File: config.mk
export PLATFORM = sky130hd
export DESIGN_NAME = axi_read_arbiter
export DESIGN_NICKNAME = d
export VERILOG_FILES = /design/src/rtl/axi_read_arbiter.sv
export SDC_FILE = /design/constraint.sdc
export NUM_CORES = 1
export LEC_CHECK = 0
export ABC_AREA = 1
export CAP_MARGIN = 20
export CELL_PAD_IN_SITES_DETAIL_PLACEMENT = 0
export CELL_PAD_IN_SITES_GLOBAL_PLACEMENT = 1
export CORE_MARGIN = 4
export CORE_UTILIZATION = 22
export CTS_CLUSTER_SIZE = 16
export DETAILED_ROUTE_END_ITERATION = 8
export PLACE_DENSITY_LB_ADDON = 0.1
export SETUP_SLACK_MARGIN = 0.2
export SLEW_MARGIN = 20
export SYNTH_ARGS = -nofsm -noshare
export SYNTH_HDL_FRONTEND = slang
export SYNTH_HIERARCHICAL = 1
export SYNTH_SLANG_ARGS = --single-unit
File: constraint.sdc
create_clock -name clk -period 2.2 [get_ports clk]
set_input_delay 0.44 -clock clk [delete_from_list [all_inputs] [get_ports clk]]
set_output_delay 0.44 -clock clk [all_outputs]
set_load 0.005 [all_outputs]
File: src/rtl/axi_read_arbiter.sv
// Two-requester AXI read arbiter: round-robin grant, one burst in flight, AR latched at grant.
// The latched address/length stay on the slave port for the whole burst.
module axi_read_arbiter #(
  parameter int ADDR_WIDTH = 32,
  parameter int DATA_WIDTH = 32,
  parameter int LEN_WIDTH  = 8
) (
  input  logic                  clk,
  input  logic                  rst_n,
  // requester 0 (instruction fetch)
  input  logic [ADDR_WIDTH-1:0] m0_araddr_i,
  input  logic [LEN_WIDTH-1:0]  m0_arlen_i,
  input  logic                  m0_arvalid_i,
  output logic                  m0_arready_o,
  output logic [DATA_WIDTH-1:0] m0_rdata_o,
  output logic [1:0]            m0_rresp_o,
  output logic                  m0_rvalid_o,
  input  logic                  m0_rready_i,
  output logic                  m0_rlast_o,
  // requester 1 (data load)
  input  logic [ADDR_WIDTH-1:0] m1_araddr_i,
  input  logic [LEN_WIDTH-1:0]  m1_arlen_i,
  input  logic                  m1_arvalid_i,
  output logic                  m1_arready_o,
  output logic [DATA_WIDTH-1:0] m1_rdata_o,
  output logic [1:0]            m1_rresp_o,
  output logic                  m1_rvalid_o,
  input  logic                  m1_rready_i,
  output logic                  m1_rlast_o,
  // shared slave
  output logic [ADDR_WIDTH-1:0] s_araddr_o,
  output logic [LEN_WIDTH-1:0]  s_arlen_o,
  output logic                  s_arvalid_o,
  input  logic                  s_arready_i,
  input  logic [DATA_WIDTH-1:0] s_rdata_i,
  input  logic [1:0]            s_rresp_i,
  input  logic                  s_rvalid_i,
  output logic                  s_rready_o,
  input  logic                  s_rlast_i
);

  typedef enum logic [1:0] {
    ST_IDLE = 2'd0,
    ST_AR   = 2'd1,
    ST_R    = 2'd2
  } state_e;

  state_e                state_q, state_d;
  logic [1:0]            grant_q, grant_d;   // one-hot: bit0 = m0, bit1 = m1
  logic                  last_grant_q, last_grant_d;
  logic [ADDR_WIDTH-1:0] addr_q, addr_d;
  logic [LEN_WIDTH-1:0]  len_q, len_d;
  logic                  pick_m1_s;
  logic                  rready_sel_s;

  // State, grant and latched request registers
  always_ff @(posedge clk or negedge rst_n) begin
    if (!rst_n) begin
      state_q      <= ST_IDLE;
      grant_q      <= 2'b00;
      last_grant_q <= 1'b1;
      addr_q       <= '0;
      len_q        <= '0;
    end else begin
      state_q      <= state_d;
      grant_q      <= grant_d;
      last_grant_q <= last_grant_d;
      addr_q       <= addr_d;
      len_q        <= len_d;
    end
  end

  // Next-state, arbitration and datapath routing
  always_comb begin
    state_d      = state_q;
    grant_d      = grant_q;
    last_grant_d = last_grant_q;
    addr_d       = addr_q;
    len_d        = len_q;
    m0_arready_o = 1'b0;
    m1_arready_o = 1'b0;
    m0_rdata_o   = '0;
    m0_rresp_o   = 2'b00;
    m0_rvalid_o  = 1'b0;
    m0_rlast_o   = 1'b0;
    m1_rdata_o   = '0;
    m1_rresp_o   = 2'b00;
    m1_rvalid_o  = 1'b0;
    m1_rlast_o   = 1'b0;
    s_araddr_o   = addr_q;
    s_arlen_o    = len_q;
    s_arvalid_o  = 1'b0;
    rready_sel_s = 1'b0;
    // on a tie the requester that was not served last wins
    pick_m1_s    = m1_arvalid_i && (!m0_arvalid_i || !last_grant_q);

    case (state_q)
      ST_IDLE: begin
        if (m0_arvalid_i || m1_arvalid_i) begin
          if (pick_m1_s) begin
            m1_arready_o = 1'b1;
            addr_d       = m1_araddr_i;
            len_d        = m1_arlen_i;
            grant_d      = 2'b10;
          end else begin
            m0_arready_o = 1'b1;
            addr_d       = m0_araddr_i;
            len_d        = m0_arlen_i;
            grant_d      = 2'b01;
          end
          state_d = ST_AR;
        end else begin
          state_d = ST_IDLE;
        end
      end
      ST_AR: begin
        s_arvalid_o = 1'b1;
        if (s_arready_i) begin
          state_d = ST_R;
        end else begin
          state_d = ST_AR;
        end
      end
      ST_R: begin
        if (grant_q[0]) begin
          m0_rdata_o   = s_rdata_i;
          m0_rresp_o   = s_rresp_i;
          m0_rvalid_o  = s_rvalid_i;
          m0_rlast_o   = s_rlast_i;
          rready_sel_s = m0_rready_i;
        end else if (grant_q[1]) begin
          m1_rdata_o   = s_rdata_i;
          m1_rresp_o   = s_rresp_i;
          m1_rvalid_o  = s_rvalid_i;
          m1_rlast_o   = s_rlast_i;
          rready_sel_s = m1_rready_i;
        end else begin
          rready_sel_s = 1'b0;
        end
        s_rready_o = rready_sel_s;
        // the slave owns beat counting; rlast alone ends the burst
        if (s_rvalid_i && rready_sel_s && s_rlast_i) begin
          last_grant_d = grant_q[1];
          grant_d      = 2'b00;
          state_d      = ST_IDLE;
        end else begin
          state_d = ST_R;
        end
      end
      default: begin
        state_d = ST_IDLE;
        grant_d = 2'b00;
      end
    endcase

    if (state_q != ST_R) begin
      s_rready_o = 1'b0;
    end else begin
      s_rready_o = rready_sel_s;
    end
  end

  axi_read_arbiter_chk #(
    .ADDR_WIDTH (ADDR_WIDTH),
    .LEN_WIDTH  (LEN_WIDTH)
  ) u_chk (
    .clk          (clk),
    .rst_n        (rst_n),
    .m0_arready_i (m0_arready_o),
    .m1_arready_i (m1_arready_o),
    .m0_rvalid_i  (m0_rvalid_o),
    .m1_rvalid_i  (m1_rvalid_o),
    .busy_i       (state_q != ST_IDLE),
    .grant_i      (grant_q),
    .addr_i       (s_araddr_o),
    .len_i        (s_arlen_o)
  );

endmodule

// Simulation-only protocol checks for the arbiter.
module axi_read_arbiter_chk #(
  parameter int ADDR_WIDTH = 32,
  parameter int LEN_WIDTH  = 8
) (
  input logic                  clk,
  input logic                  rst_n,
  input logic                  m0_arready_i,
  input logic                  m1_arready_i,
  input logic                  m0_rvalid_i,
  input logic                  m1_rvalid_i,
  input logic                  busy_i,
  input logic [1:0]            grant_i,
  input logic [ADDR_WIDTH-1:0] addr_i,
  input logic [LEN_WIDTH-1:0]  len_i
);

  logic                  busy_q;
  logic [ADDR_WIDTH-1:0] addr_q;
  logic [LEN_WIDTH-1:0]  len_q;

  // Previous-cycle copy of the slave request
  always_ff @(posedge clk or negedge rst_n) begin
    if (!rst_n) begin
      busy_q <= 1'b0;
      addr_q <= '0;
      len_q  <= '0;
    end else begin
      busy_q <= busy_i;
      addr_q <= addr_i;
      len_q  <= len_i;
    end
  end

  // Invariant checks sampled on every rising edge out of reset
  always @(posedge clk) begin
    if (rst_n) begin
      assert (!(m0_arready_i && m1_arready_i))
        else $error("FAIL chk_arready both requesters acknowledged");
      assert (!busy_q || (addr_i == addr_q && len_i == len_q))
        else $error("FAIL chk_stable addr=%0h/%0h len=%0h/%0h", addr_i, addr_q, len_i, len_q);
      assert ((!m0_rvalid_i || grant_i[0]) && (!m1_rvalid_i || grant_i[1]))
        else $error("FAIL chk_rvalid_grant grant=%0b", grant_i);
    end
  end

endmodule
==> run_results.csv, run 1 <==
group,metric,value,unit
cts,cts_tree,"built",
cts,cts_sinks,45,
grt,grtUsageMet3,0.0499,
cells_and_area,num_antenna_cells,0,
pwr,internal-power,3510,uW
cells_and_area,area_growth,104,%
cts,path_clk_slew,0.07,ns
cts,cts_buffer_depth,2,
route,route.detailed.drc,0,
timing,skew,0.00981,ns
timing,period_minus_slack,2.03,ns
cells_and_area,mostFrequentLayoutCells,"clkdlybuf4s50_1, o21ai_1, o21ai_0",
grt,antenna_found_initial,1,
grt,grt_usage,0.167,
grt,grt_max_degree,41,
synthesis,yosys_warnings,6,
worst_setup_path,reg2reg_depth,6,
floorplanning,core_area,12600,um2
worst_hold_path,hold_class,"primary input to asynchronous set/reset pin",
cells_and_area,final_common_cell,"clkdlybuf4s50_1",
grt,grt_first_pass_wirelength,19500,um
worst_setup_path,cp_max_fo,6,
synthesis,synth.distinct_cells,24,
floorplanning,die_h,121,um
worst_setup_path,start_kind,"register",
route,avgRoutedWirePerCell,16.5,um
grt,grt_pass1_vias,3586,
timing,max_freq,492,MHz
pwr,peakVddDrop,0.000451,V
floorplanning,dieArea,14700,um2
pwr,power_frac_seq,0.257,
outcome,status,"finished clean",
timing,relSlewSlack,0.613,
cts,ctsHtreeMaxLevel,2,
timing,rsz0062_at_grt,"true",
timing,hold_violations,0,
cells_and_area,drive_gt1_frac,0.267,
synthesis,avgSynthCellArea,7.23,um2
cells_and_area,final_nets,759,
floorplanning,die_w,121,um
floorplanning,ios,239,
grt,grt_use_met2,0.298,
floorplanning,initial_core_util,0.224,
timing,setup_viol,0,
route,finalWirelength,13400,um
worst_setup_path,reg2reg_setup_slack,0.60,ns
synthesis,syn_nets,513,
worst_setup_path,worstReg2RegEnd,"s_araddr_o[21]",
pwr,powerDensity,993,nW/um2
pwr,power,5700,uW
pwr,pwr-share-clk,0.153,
worst_setup_path,reg2reg_from,"state_q[0]",
cells_and_area,final_cells,809,
worst_setup_path,cp_data_required_time,1.76,ns
pwr,p_switching,2190,uW
cts,cts_root_buf,"clkbuf_16",
synthesis,synth_seq_cells,45,
pwr,p_comb_frac,0.589,
placement,gp_congestion,0.746,
timing,fin_crit_sh,0.925,
timing,maxSlewViolCount,0,
synthesis,postSynthCellCount,390,
route,postRouteAntennaNets,0,
cts,clk_latency,0.29,ns
route,drt_pass1_iterations,4,
worst_setup_path,crit_path_end_kind,"output pin",
pwr,p_leak,0.00257,uW
synthesis,ys_seq_area_frac,0.400,
route,viasPerCell,4.56,
flow_run,max-cap-violations,0,
floorplanning,rows,41,
grt,gr-total-overflow,0,
route,drt_iter0_markers,132,
timing,tightest_slew,0.580,ns
worst_setup_path,critPathKind,"register to output pin",
pwr,switching_share,0.384,
worst_setup_path,cp.arrival,1.59,ns
placement,dp_cells,787,
placement,hpwlAfterDp,9670,um
grt,met1_usage,0.198,
cts,cts_hold_buf,0,
cts,cts_made_buffers,5,
synthesis,syn-cell-area,2820,um2
grt,grt.busiest_layer,"met2",
route,vias,3690,
placement,portBuffers,238,
[layout make-up]
type,instances,area (um2)
fill,1337,6820
timing repair buffer,273,2490
multi-input combinational,265,1570
sequential,45,1130
tap,172,215
inverter,46,175
clock buffer,6,129
clock inverter,2,38.8
[worst max-delay path: stages, from the launching register on]
cell and delay, ns:
dfrtp_1 0.41, nor2_4 0.21, nand2_4 0.08, buf_6 0.13, buf_6 0.12, buf_12 0.13
nor2_1 0.09, clkbuf_2 0.13
[worst max path at each step]
stage                endpoint  cells past startpoint         start
2_1_floorplan  m1_rdata_o[28]                      5    state_q[0]
6_report        m0_rdata_o[2]                      7    state_q[0]
3_5_place_dp   s_araddr_o[21]                      7  m0_arvalid_i
5_1_grt        m0_rdata_o[27]                      7    state_q[0]
4_1_cts         m0_rdata_o[2]                      8    state_q[1]
3_3_place_gp   s_araddr_o[21]                      7  m0_arvalid_i
[state kept, by name, indices dropped and copies added (netlist names)]
| signal | cells |
|---|---|
| grant_q | 2 |
| last_grant_q | 1 |
| s_araddr_o | 32 |
| s_arlen_o | 8 |
| state_q | 2 |
[logic make-up (layout without fill, tap and decap cells)]
| kind of cell | after synthesis | in the layout | synth area share |
|---|---|---|---|
| AO/OA/AOI/OAI | 163 | 163 | 0.290 |
| AND/OR/NAND/NOR | 101 | 102 | 0.182 |
| flip-flops | 45 | 45 | 0.400 |
| buffers and inverters | 81 | 327 | 0.128 |
[metrics by stage]
stage               utilization  setup WS [ns]  area [um2]  TNS (ns)  hold WS [ns]
floorplan                     -          0.734        2820         0         0.144
global placement          0.431         -0.190        5420     -6.20         0.478
detailed placement        0.431         -0.235        5420     -6.86         0.478
CTS                       0.439         0.0453        5510         0         0.162
global route              0.457         0.0826        5750         0         0.179
finish                    0.457          0.166        5750         0         0.138
[repair_timing]
item	CTS	global route
gates resized for setup	244	92
setup endpoints to repair	115	86
buffers inserted	8	2
pin swaps	14	12
gates cloned	1	3
[synth_stat cells]
master / n / area (um2)
nor3_2: 9 / 90.1
nand2_1: 14 / 52.6
nand3_1: 2 / 10.0
dfrtp_1: 44 / 1100
nor2_4: 3 / 33.8
o21ai_0: 57 / 285
clkbuf_1: 11 / 41.3
inv_1: 43 / 161
clkbuf_2: 5 / 25.0
nand2_4: 1 / 11.3
buf_6: 3 / 33.8
o21ai_1: 65 / 325
o22ai_1: 1 / 6.26
nor2_1: 40 / 150
buf_4: 4 / 30.0
inv_2: 3 / 11.3
nand2_2: 3 / 18.8
a21oi_1: 40 / 200
nand4_1: 1 / 6.26
dfstp_2: 1 / 26.3
buf_2: 11 / 55.1
nor3_1: 27 / 135
and2_1: 1 / 6.26
buf_1: 1 / 3.75
[power groups by stage]
stage	combinational, uW	clock [uW]	sequential (uW)
after floorplan	1300	0	1490
after global placement	3030	0	1480
after detailed placement	3040	0	1490
after CTS	3110	901	1470
after global routing	3660	938	1520
final	3360	874	1470
[routing by layer]
metal | vias to the layer above | part of all wire
met1 | 1718 | 0.40
met2 | 156 | 0.51
met5 | - | 0.00097
li1 | 1803 | -
met4 | 2 | 0.011
met3 | 11 | 0.082
Note: power is estimated with default switching activity, not from simulation.
==> run 2, diff against run 1 <==
Settings changed: SETUP_SLACK_MARGIN 0.2 to 0.02.
==> run 2 against run 1 <==
  * The flow now finishes with violations (setup timing)
  * Cell count fell by 1.2%
  * Critical path type unchanged
  * Total power down 6.1%
  * Fmax decreased by 8.8%
  * Core utilization shrank 0.12 points
  * Highest routed layer unchanged
  * First-iteration DRC count rose by 22%
==> run_results.csv, run 2 (same netlist as run 1, synthesis figures left out) <==
group,metric,value,unit
outcome,status,"finished, violations left",
outcome,violations,"setup timing",
timing,relSlewSlack,0.445,
cts,cts_sinks,45,
grt,gr-total-overflow,0,
placement,hpwlAfterDp,9670,um
cts,path_clk_slew,0.07,ns
timing,rsz0062_at_grt,"true",
worst_setup_path,crit_path_end_kind,"output pin",
cts,cts_buffer_depth,2,
placement,portBuffers,238,
floorplanning,die_h,121,um
cells_and_area,final_nets,749,
grt,grt_pass1_vias,3533,
cells_and_area,area_growth,103,%
worst_setup_path,reg2reg_depth,6,
flow_run,max-cap-violations,0,
worst_setup_path,start_kind,"register",
timing,setup_viol,3,
timing,skew,0.0118,ns
placement,dp_cells,787,
cts,ctsHtreeMaxLevel,2,
cts,cts_hold_buf,0,
floorplanning,die_w,121,um
grt,grt_usage,0.165,
route,avgRoutedWirePerCell,16.4,um
floorplanning,core_area,12600,um2
worst_setup_path,cp_data_required_time,1.76,ns
cts,cts_root_buf,"clkbuf_16",
floorplanning,dieArea,14700,um2
route,drt_iter0_markers,161,
cells_and_area,final_cells,799,
pwr,power,5360,uW
cells_and_area,num_antenna_cells,0,
worst_setup_path,cp.arrival,1.79,ns
grt,grt_max_degree,41,
route,vias,3591,
timing,hold_violations,0,
worst_setup_path,critPathKind,"register to output pin",
timing,period_minus_slack,2.23,ns
cells_and_area,largest_register_ffs,32,
pwr,powerDensity,935,nW/um2
route,viasPerCell,4.49,
pwr,peakVddDrop,0.000452,V
route,finalWirelength,13100,um
timing,fin_crit_sh,1.01,
timing,setup_ws,-0.0314,ns
placement,post-place-ws,-0.235,ns
cells_and_area,final_common_cell,"clkdlybuf4s50_1",
worst_setup_path,cp_max_fo,11,
timing,tightest_slew,0.831,ns
floorplanning,ios,239,
cells_and_area,drive_gt1_frac,0.0941,
route,route.detailed.drc,0,
pwr,p_leak,0.00323,uW
grt,grt_first_pass_wirelength,19300,um
floorplanning,initial_core_util,0.224,
placement,gp_congestion,0.746,
grt,antenna_found_initial,1,
cts,cts_made_buffers,5,
worst_hold_path,hold_class,"primary input to asynchronous set/reset pin",
cells_and_area,mostFrequentLayoutCells,"clkdlybuf4s50_1, o21ai_1, o21ai_0",
timing,maxSlewViolCount,0,
cts,cts_tree,"built",
floorplanning,rows,41,
route,drt_pass1_iterations,4,
timing,max_freq,448,MHz
cts,clk_latency,0.29,ns
route,postRouteAntennaNets,0,
-- run 2: path summary, 6_finish.rpt --
check / startpoint / endpoint / slack (ns)
hold / removal: rst_n / s_araddr_o[20] / 0.14
hold reg to reg: s_araddr_o[16] / s_araddr_o[16] / 0.51
setup reg to reg: state_q[0] / s_araddr_o[9] / 0.26
setup / recovery: state_q[1] / m0_rresp_o[0] / -0.03
min in group clk: s_araddr_o[16] / s_araddr_o[16] / 0.51
max in group asynchronous: rst_n / s_araddr_o[12] / 1.52
-- run 2: through the flow --
step	instance area [um2]	util	setup TNS [ns]	hold WS (ns)
floorplan	2820	-	0	0.144
global route	5730	0.456	-0.350	0.179
detailed placement	5420	0.431	-6.86	0.478
global placement	5420	0.431	-6.20	0.478
finish	5730	0.456	-0.0832	0.136
CTS	5580	0.444	-3.47	0.162
-- run 2: per-layer routing --
layer | up-vias | GRT usage | routed length (um) | part of all wire
li1 | 1784 | - | - | -
met1 | 1646 | 0.193 | 5310 | 0.41
met2 | 152 | 0.296 | 6630 | 0.51
met3 | 7 | 0.0485 | 1030 | 0.079
met4 | 2 | 0.0378 | 98 | 0.0075
met5 | - | 0 | 13 | 0.00099
-- run 2: cell type report --
| class | count | area, um2 |
|---|---|---|
| timing repair buffer | 263 | 2690 |
| multi-input combinational | 265 | 1360 |
| fill | 1311 | 6840 |
| tap | 172 | 215 |
| inverter | 46 | 175 |
| clock buffer | 6 | 129 |
| clock inverter | 2 | 38.8 |
| sequential | 45 | 1130 |
-- run 2: power breakdown --
part | switching, uW | leakage (uW) | internal, uW
Sequential | 225 | 0.000546 | 1250
Clock | 341 | 0.0000810 | 539
Combinational | 1450 | 0.00261 | 1560
Total | 2010 | 0.00323 | 3350
-- run 2: timing repair --
item                                    in CTS  in global routing
endpoints found under the setup margin      71                 74
buffers inserted                             1                  2
pin swaps                                    0                  1
gates cloned                                 0                  1
resized for setup                           28                 52
endpoints found under the hold margin        0                  0
-- run 2: critical path: stages (launching register included) --
cell	delay [ns]
dfrtp_1	0.36
inv_2	0.08
nor2_4	0.18
nand2_4	0.12
buf_6	0.16
nor2_2	0.08
clkdlybuf4s50_1	0.51
